--- src/rtl/dmem_port_pkg.sv ---
// dmem_port_pkg: shared access-mode, state and byte-lane encodings for the data-memory port and MEM stage
package dmem_port_pkg;
    localparam logic [1:0] MODE_WORD = 2'd0;
    localparam logic [1:0] MODE_HALF = 2'd1;
    localparam logic [1:0] MODE_BYTE = 2'd2;
    localparam logic [0:0] IDLE   = 1'b0;
    localparam logic [0:0] ACCESS = 1'b1;
    localparam logic [3:0] LANE_ALL  = 4'b1111;
    localparam logic [3:0] LANE_HI   = 4'b1100;
    localparam logic [3:0] LANE_LO   = 4'b0011;
    localparam logic [3:0] LANE_BYTE = 4'b1000;
endpackage

--- src/rtl/dmem_port_if.sv ---
// dmem_port_if: wait-state data memory bus between dmem_port (master) and the memory (slave)
interface dmem_port_if #(parameter int AW = 32);
    logic [AW-1:0] busAddr;
    logic [31:0]   busWData;
    logic [3:0]    busByteEn;
    logic          busRead;
    logic          busWrite;
    logic          busWait;
    logic [31:0]   busRData;
    modport master(output busAddr, busWData, busByteEn, busRead, busWrite, input busWait, busRData);
    modport slave(input busAddr, busWData, busByteEn, busRead, busWrite, output busWait, busRData);
endinterface

--- src/rtl/dmem_port_store_align.sv ---
// store_align: big-endian lane enables, replicated store data and alignment check for one request
module store_align
    import dmem_port_pkg::*;
(
    input  logic [1:0]  AccessMode,
    input  logic [1:0]  addr,
    input  logic [31:0] storeData,
    output logic [3:0]  byteEn,
    output logic [31:0] wdata,
    output logic        misaligned
);
    logic is_half, is_byte;
    assign is_half = AccessMode == MODE_HALF;
    assign is_byte = AccessMode == MODE_BYTE;
    // reserved mode 3 falls through to word handling
    assign misaligned = is_half ? addr[0] : (is_byte ? 1'b0 : |addr);
    assign byteEn = is_byte ? LANE_BYTE >> addr : (is_half ? (addr[1] ? LANE_LO : LANE_HI) : LANE_ALL);
    assign wdata = is_byte ? {4{storeData[7:0]}} : (is_half ? {2{storeData[15:0]}} : storeData);
endmodule

--- src/rtl/dmem_port.sv ---
// dmem_port: aligns EX load/store requests, runs the wait-state bus handshake with timeout,
// and hands the raw read word and its address to MEM
module dmem_port
    import dmem_port_pkg::*;
#(
    parameter int TIMEOUT = 255,
    parameter int AW = 32
) (
    input  logic           clk,
    input  logic           reset,
    input  logic           MemRead,
    input  logic           MemWrite,
    input  logic [1:0]     AccessMode,
    input  logic [AW-1:0]  addr,
    input  logic [31:0]    storeData,
    output logic           stall,
    dmem_port_if.master    bus,
    output logic [31:0]    dataAddr,
    output logic [31:0]    dataIn,
    output logic           loadDone,
    output logic           addrErr,
    output logic           busErr
);
    logic [0:0]    state;
    logic [15:0]   cnt;
    logic [AW-1:0] req_addr;
    logic [3:0]    byte_en;
    logic [31:0]   wdata;
    logic          misaligned, req, start, done, abort;

    store_align u_align (
        .AccessMode (AccessMode),
        .addr       (addr[1:0]),
        .storeData  (storeData),
        .byteEn     (byte_en),
        .wdata      (wdata),
        .misaligned (misaligned)
    );

    assign req   = MemRead | MemWrite;
    assign start = state == IDLE && req && !misaligned;
    assign done  = state == ACCESS && !bus.busWait;
    assign abort = state == ACCESS && bus.busWait && cnt == 16'(TIMEOUT - 1);
    // the abort cycle releases the pipeline just like a normal completion
    assign stall = start || (state == ACCESS && bus.busWait && !abort);

    always_ff @(posedge clk) begin
        if (reset) begin
            state         <= IDLE;
            cnt           <= '0;
            req_addr      <= '0;
            bus.busAddr   <= '0;
            bus.busWData  <= '0;
            bus.busByteEn <= '0;
            bus.busRead   <= 1'b0;
            bus.busWrite  <= 1'b0;
            dataAddr      <= '0;
            dataIn        <= '0;
            loadDone      <= 1'b0;
            addrErr       <= 1'b0;
            busErr        <= 1'b0;
        end else begin
            loadDone <= done && bus.busRead;
            addrErr  <= state == IDLE && req && misaligned;
            busErr   <= abort;
            if (start) begin
                state         <= ACCESS;
                cnt           <= '0;
                req_addr      <= addr;
                bus.busAddr   <= {addr[AW-1:2], 2'b00};
                bus.busWData  <= MemWrite ? wdata : 32'd0;
                bus.busByteEn <= byte_en;
                bus.busRead   <= !MemWrite;
                bus.busWrite  <= MemWrite;
            end else if (done || abort) begin
                state        <= IDLE;
                bus.busRead  <= 1'b0;
                bus.busWrite <= 1'b0;
                if (done && bus.busRead) begin
                    dataIn   <= bus.busRData;
                    dataAddr <= 32'(req_addr);
                end
            end else if (state == ACCESS) begin
                cnt <= cnt + 16'd1;
            end
        end
    end
endmodule

--- src/flat_wrapper.sv ---
// flat-port wrapper written by rule: the top's interface ports become plain ports
module dmem_port_flat import dmem_port_pkg::*;
#(
    parameter int TIMEOUT = 255,
    parameter int AW = 32
)
  (clk, reset, MemRead, MemWrite, AccessMode, addr, storeData, stall, dataAddr, dataIn, loadDone, addrErr, busErr, bus_busAddr, bus_busWData, bus_busByteEn, bus_busRead, bus_busWrite, bus_busWait, bus_busRData);
  dmem_port_if #(.AW(AW)) bus_i ();
  input  logic clk;
  input  logic reset;
  input  logic MemRead;
  input  logic MemWrite;
  input  logic [1:0] AccessMode;
  input  logic [AW-1:0] addr;
  input  logic [31:0] storeData;
  output logic stall;
  output logic [31:0] dataAddr;
  output logic [31:0] dataIn;
  output logic loadDone;
  output logic addrErr;
  output logic busErr;
  output wire logic [$bits(bus_i.busAddr)-1:0] bus_busAddr;
  output wire logic [$bits(bus_i.busWData)-1:0] bus_busWData;
  output wire logic [$bits(bus_i.busByteEn)-1:0] bus_busByteEn;
  output wire logic [$bits(bus_i.busRead)-1:0] bus_busRead;
  output wire logic [$bits(bus_i.busWrite)-1:0] bus_busWrite;
  input wire logic [$bits(bus_i.busWait)-1:0] bus_busWait;
  input wire logic [$bits(bus_i.busRData)-1:0] bus_busRData;
  assign bus_busAddr = bus_i.busAddr;
  assign bus_busWData = bus_i.busWData;
  assign bus_busByteEn = bus_i.busByteEn;
  assign bus_busRead = bus_i.busRead;
  assign bus_busWrite = bus_i.busWrite;
  assign bus_i.busWait = bus_busWait;
  assign bus_i.busRData = bus_busRData;
  dmem_port #(.TIMEOUT(TIMEOUT), .AW(AW)) u_core (.clk(clk), .reset(reset), .MemRead(MemRead), .MemWrite(MemWrite), .AccessMode(AccessMode), .addr(addr), .storeData(storeData), .stall(stall), .bus(bus_i), .dataAddr(dataAddr), .dataIn(dataIn), .loadDone(loadDone), .addrErr(addrErr), .busErr(busErr));
endmodule
--- config.mk ---
export PLATFORM = sky130hd
export DESIGN_NAME = dmem_port_flat
export DESIGN_NICKNAME = d
export VERILOG_FILES = /design/src/rtl/dmem_port_pkg.sv /design/src/rtl/dmem_port_if.sv /design/src/rtl/dmem_port_store_align.sv /design/src/rtl/dmem_port.sv /design/src/flat_wrapper.sv
export SDC_FILE = /design/constraint.sdc
export NUM_CORES = 1
export LEC_CHECK = 0
export ABC_AREA = 1
export ABC_CLOCK_PERIOD_IN_PS = 3200
export BUFFER_PORTS_ARGS = -buffer_cell sky130_fd_sc_hd__buf_2
export CELL_PAD_IN_SITES_DETAIL_PLACEMENT = 1
export CELL_PAD_IN_SITES_GLOBAL_PLACEMENT = 2
export CORE_MARGIN = 2
export CORE_UTILIZATION = 29
export CTS_BUF_LIST = sky130_fd_sc_hd__clkbuf_8
export CTS_CLUSTER_SIZE = 14
export DETAILED_ROUTE_END_ITERATION = 10
export HOLD_SLACK_MARGIN = 0.03
export MAX_ROUTING_LAYER = met4
export PLACE_DENSITY_LB_ADDON = 0.2
export SLEW_MARGIN = 20
export SYNTH_ARGS = -nofsm -noshare
export SYNTH_HDL_FRONTEND = slang
export SYNTH_SLANG_ARGS = --single-unit
--- constraint.sdc ---
create_clock -name clk -period 3.2 [get_ports clk]
set_input_delay 0.64 -clock clk [delete_from_list [all_inputs] [get_ports clk]]
set_output_delay 0.64 -clock clk [all_outputs]
set_load 0.03 [all_outputs]
Yosys cells after proc, flatten, opt, wreduce, memory -nomap -nowiden
Index checks and enable logic that the tools add are counted.
{"block": "totals", "reg_bits": 184, "input_bits": 103, "output_inout_bits": 138, "elab_cells": 53}
{"block": "classes", "n_addsub": 1, "n_eq_ne": 3, "shifts": 1, "n_mux": 12, "bitwise": 4, "reduce_logical": 19}
{"operator": "$mux 32", "count": 3}
{"operator": "$add 16x1->16 const B", "count": 1}
{"operator": "$eq 16x8->1 const B", "count": 1}
{"operator": "$mux 4", "count": 3}
{"operator": "$logic_and 1x1->1", "count": 8}
{"operator": "$mux 1", "count": 6}
{"operator": "$logic_not 1->1", "count": 4}
{"operator": "$reduce_or 2->1", "count": 2}
{"operator": "$shr 4x2->4 const A", "count": 1}
{"operator": "$not 1->1", "count": 3}
{"operator": "$reduce_and 3->1", "count": 1}
{"operator": "$eq 2x1->1 const B", "count": 1}
{"operator": "$eq 2x2->1 const B", "count": 1}
{"operator": "$logic_or 1x1->1", "count": 2}
{"operator": "$reduce_and 2->1", "count": 1}
{"operator": "$reduce_bool 2->1", "count": 1}
{"operator": "$or 1x1->1", "count": 1}

Longest topological paths before layout
{"block": "depth", "ltp_word": 7, "ltp_mapped": 9, "depth_no_buf": 9}

Modules after synthesis
From an unflattened synthesis, not the netlist that was laid out.
{"block": "hier_totals", "hier_cells": 919, "area_unflattened_um2": 6686.4}
{"mod": "dmem_port", "n_inst": 1, "cells_per_inst": 796, "area_each_um2": 6058.3, "seq_area_each_um2": 3083.0}
{"mod": "store_align", "n_inst": 1, "cells_per_inst": 123, "area_each_um2": 628.1, "seq_area_each_um2": 0.0}

Least setup slack after synthesis
No wires, ideal clock.
{"block": "synth_timing", "kind": "in2out", "from": "input port AccessMode[1]", "to": "output port stall", "t_arrival_ps": 1517, "required_time_ps": 2560, "slack_ps": 1043, "stages": 7, "path_buffers": 1, "cell_sequence": "inv_1 -> nor2_1 -> nor2_1 -> nand2_1 -> nand2_2 -> buf_2 -> nand2_1"}
{"block": "synth_via", "elab_chain_cells": 6, "word_cells_on_any_way": 7, "cone_classes": "2 x eq/ne; 2 x mux; 3 x reduce/logical"}
{"element": "start, declared", "line": "flat_wrapper.sv:13", "text": "input logic [1:0] AccessMode;"}
{"element": "$eq 2x2->1", "line": "dmem_port_store_align.sv:14", "text": "assign is_byte = AccessMode == MODE_BYTE;"}
{"element": "$mux 1", "line": "dmem_port_store_align.sv:16", "text": "assign misaligned = is_half ? addr[0] : (is_byte ? 1'b0 : |addr);"}
{"element": "$mux 1 (*)", "line": "dmem_port_store_align.sv:16"}
{"element": "$logic_not 1->1 (*)", "line": "dmem_port.sv:41", "text": "assign start = state == IDLE && req && !misaligned;"}
{"element": "$logic_and 1x1->1 (*)", "line": "dmem_port.sv:41"}
{"element": "$logic_or 1x1->1 (*)", "line": "dmem_port.sv:45", "text": "assign stall = start || (state == ACCESS && bus.busWait && !abort);"}
{"element": "end, declared", "line": "flat_wrapper.sv:16", "text": "output logic stall;"}
Every way passes the cells marked *; elsewhere a longest branch is shown, timed or not.

Worst setup path in the final report
{"block": "layout_timing", "from": "register u_core.cnt[1]", "to": "output port stall"}
{"block": "layout_via", "elab_chain_cells": 5}
{"element": "start, declared", "line": "dmem_port.sv:25", "text": "logic [15:0] cnt;"}
{"element": "start signal, assigned", "line": "dmem_port.sv:84", "text": "cnt <= cnt + 16'd1;"}
{"element": "$eq 16x8->1", "line": "dmem_port.sv:43", "text": "assign abort = state == ACCESS && bus.busWait && cnt == 16'(TIMEOUT - 1);"}
{"element": "$logic_and 1x1->1", "line": "dmem_port.sv:43"}
{"element": "$logic_not 1->1", "line": "dmem_port.sv:45"}
{"element": "$logic_and 1x1->1", "line": "dmem_port.sv:45"}
{"element": "$logic_or 1x1->1", "line": "dmem_port.sv:45"}
Every way passes these cells.

==> impl_metrics.tcl <==
set metrics [dict create \
    status "complete, no violations" \
    syn_to_final_growth_pct 25.1 \
    synth_warnings 0 \
    stdcell_count 1370 \
    grt_pass1_wl_um 34600 \
    die_h_um 152 \
    wl_per_cell_um 15.9 \
    syn-cell-area_um2 6390 \
    finalSetupViolations 0 \
    multi_input_area_um2 2750 \
    clock_sinks 154 \
    wl_um 21700 \
    yosysSeqAreaShare_pct 48.2 \
    fp-row-count 54 \
    hpwl_um 15500 \
    fin_tns_setup_ps 0 \
    rsz0062_at_grt "no" \
    cts_tree "done" \
    grt_use_total_pct 19.1 \
    fin_crit_ps 2830 \
    avgSynthCellArea_um2 7.20 \
    ctsHoldBuffers 0 \
    io_pins 241 \
    register_area_um2 3080 \
    drv_cap 0 \
    arrival_ps 2190 \
    grt_max_degree 66 \
    fin_nets 1179 \
    fmax_mhz 354 \
    fin_crit_sh_pct 88.3 \
    gp_congestion 0.786 \
    numCtsBuffers 17 \
    io_buffers 238 \
    die-area_um2 23200 \
    power.density_nw_per_um2 512 \
    worst_slew_pin_slew_ps 766 \
    maxSlewViolCount 0 \
    core-area_um2 21800 \
    p_leak_nw 3.69 \
    clkTransAtPathRegs_ps 100 \
    htree_num_levels 4 \
    ys_seq_elements 154 \
    drcViolationCount 0 \
    antenna_found_initial 3 \
    cp-end-kind "output pin" \
    crit_fanout 15 \
    insertion_delay_ps 440 \
    avgViaCountPerCell 4.63 \
    clockBufferDepth 2 \
    skew_ps 14.3 \
    finalHoldViolCount 0 \
    required_ps 2560 \
    initial_core_util_pct 29.4 \
    relSlewSlack_pct 48.9 \
    dieWidth_um 152 \
    synth.distinct_cells 24 \
    finalPower_mw 4.09 \
    post_cts_buffers 0 \
    cts.repair.resized 0 \
    root_buffer "clkbuf_8" \
    rrSetupSlack_ps 1340 \
    ir_worst_vdd_v 0.000256 \
    worst-setup-path-type "flop to output pin" \
    num-fill-cells 2805 \
    overflow 0 \
    netlist_instances 887 \
    crit_path_start_kind "flop" \
    first_iter_violations 261 \
    vias 6345 \
    dr.pass1.iters 6 \
    grt_pass1_vias 6424 \
    ant_nets 0 \
    hp-class "input port to flop" \
    dp_cells 1335 \
    layout-drive-gt1-share_pct 27.0 \
]
## synthesized netlist by cell type
library cell | number | area, um2
buf_4 | 35 | 263
nand2_1 | 253 | 950
o21ai_1 | 9 | 45.0
inv_1 | 26 | 97.6
a21oi_1 | 104 | 521
xnor2_1 | 4 | 35.0
inv_2 | 1 | 3.75
conb_1 | 1 | 3.75
dfxtp_1 | 154 | 3080
buf_1 | 1 | 3.75
nor2_1 | 102 | 383
nor3_1 | 1 | 5.00
nor2_2 | 1 | 6.26
buf_2 | 20 | 100
a211oi_1 | 2 | 15.0
o21ai_0 | 34 | 170
xor2_1 | 3 | 26.3
nand4_1 | 3 | 18.8
nor2_4 | 1 | 11.3
nand3_1 | 97 | 485
nand2_2 | 2 | 12.5
a21oi_2 | 2 | 17.5
clkbuf_1 | 29 | 109
ha_1 | 2 | 25.0
## flip-flops by register name, indices dropped and copies added, names as in the netlist, 4 cells and up
| register | cells |
|---|---|
| u_core.bus.busWData | 32 |
| u_core.req_addr | 32 |
| u_core.dataAddr | 32 |
| u_core.dataIn | 32 |
| u_core.bus.busByteEn | 4 |
| u_core.cnt | 16 |
## routing by layer
metal	vias to the layer above	share of wire [%]	GRT usage (%)
met5	-	0	-
met4	0	0.92	3.84
met3	15	6.7	6.71
met2	165	47	31.4
met1	2949	45	22.7
li1	3216	-	-
## kinds of logic (layout without fill, tap and decap cells)
group	after synthesis	count (layout)	share of synthesized area, %
simple gates	460	460	29.3
flops	154	154	48.2
compound gates	151	151	12.0
buf+inv	112	311	9.03
xor+xnor	7	7	0.959
fa+ha+maj	2	2	0.392
other cells	1	5	0.0587
## worst max-delay path, cell delays in order, from the launching register on
cell,delay (ps)
dfxtp_1,420
ha_1,180
nand3_1,100
nor2_1,110
nand2_1,110
nand2_1,390
nand2_1,200
buf_2,230
## power by group
group	switching, mW	total [mW]	internal [mW]
logic	0.429	0.606	0.177
registers	0.0581	2.05	1.99
clock network	0.807	1.44	0.629
## path summary, 6_finish.rpt
check | start | endpoint | cells after the start
setup / recovery | u_core.cnt[1]$_SDFFE_PP0P_ | stall | 7
hold reg to reg | u_core.bus.busWData[15]$_SDFFE_PP0P_ | u_core.bus.busWData[15]$_SDFFE_PP0P_ | 2
hold / removal | addr[17] | u_core.req_addr[17]$_SDFFE_PP0P_ | 3
setup reg to reg | u_core.state$_SDFFE_PP0P_ | u_core.bus.busWData[26]$_SDFFE_PP0P_ | 5
## placed cells by master (no fill, tap or decap), types with 2 or more instances in the layout
cell,n
nand2_1,252
buf_2,237
dfxtp_1,153
a21oi_1,104
nor2_1,101
nand3_1,97
o21ai_0,34
inv_1,27
clkbuf_8,17
buf_4,13
o21ai_1,9
inv_6,5
xnor2_1,4
diode_2,3
nand2_2,3
nand4_1,3
xor2_1,3
clkinvlp_4,3
nor2_4,2
a211oi_1,2
ha_1,2
conb_1,2
clkinv_4,2
clkinv_2,2
buf_12,2
## metrics by stage
stage,setup WS [ps],hold slack [ps],utilization (%),cell area [um2]
floorplan,1040,462,-,6390
global placement,752,427,35.0,7610
detailed placement,729,433,35.0,7610
CTS,277,410,36.7,7980
global route,110,408,36.7,7990
finish,373,445,36.7,7990
## final cells by class
cell class / count / area share (%)
antenna: 3 / 0.0939
clock buffer: 17 / 2.93
clock inverter: 15 / 1.74
inverter: 27 / 1.27
multi-input combinational: 622 / 34.4
sequential: 154 / 38.6
tap: 280 / 4.38
timing repair buffer: 252 / 16.6
Note: power is estimated with default switching activity, not from simulation.
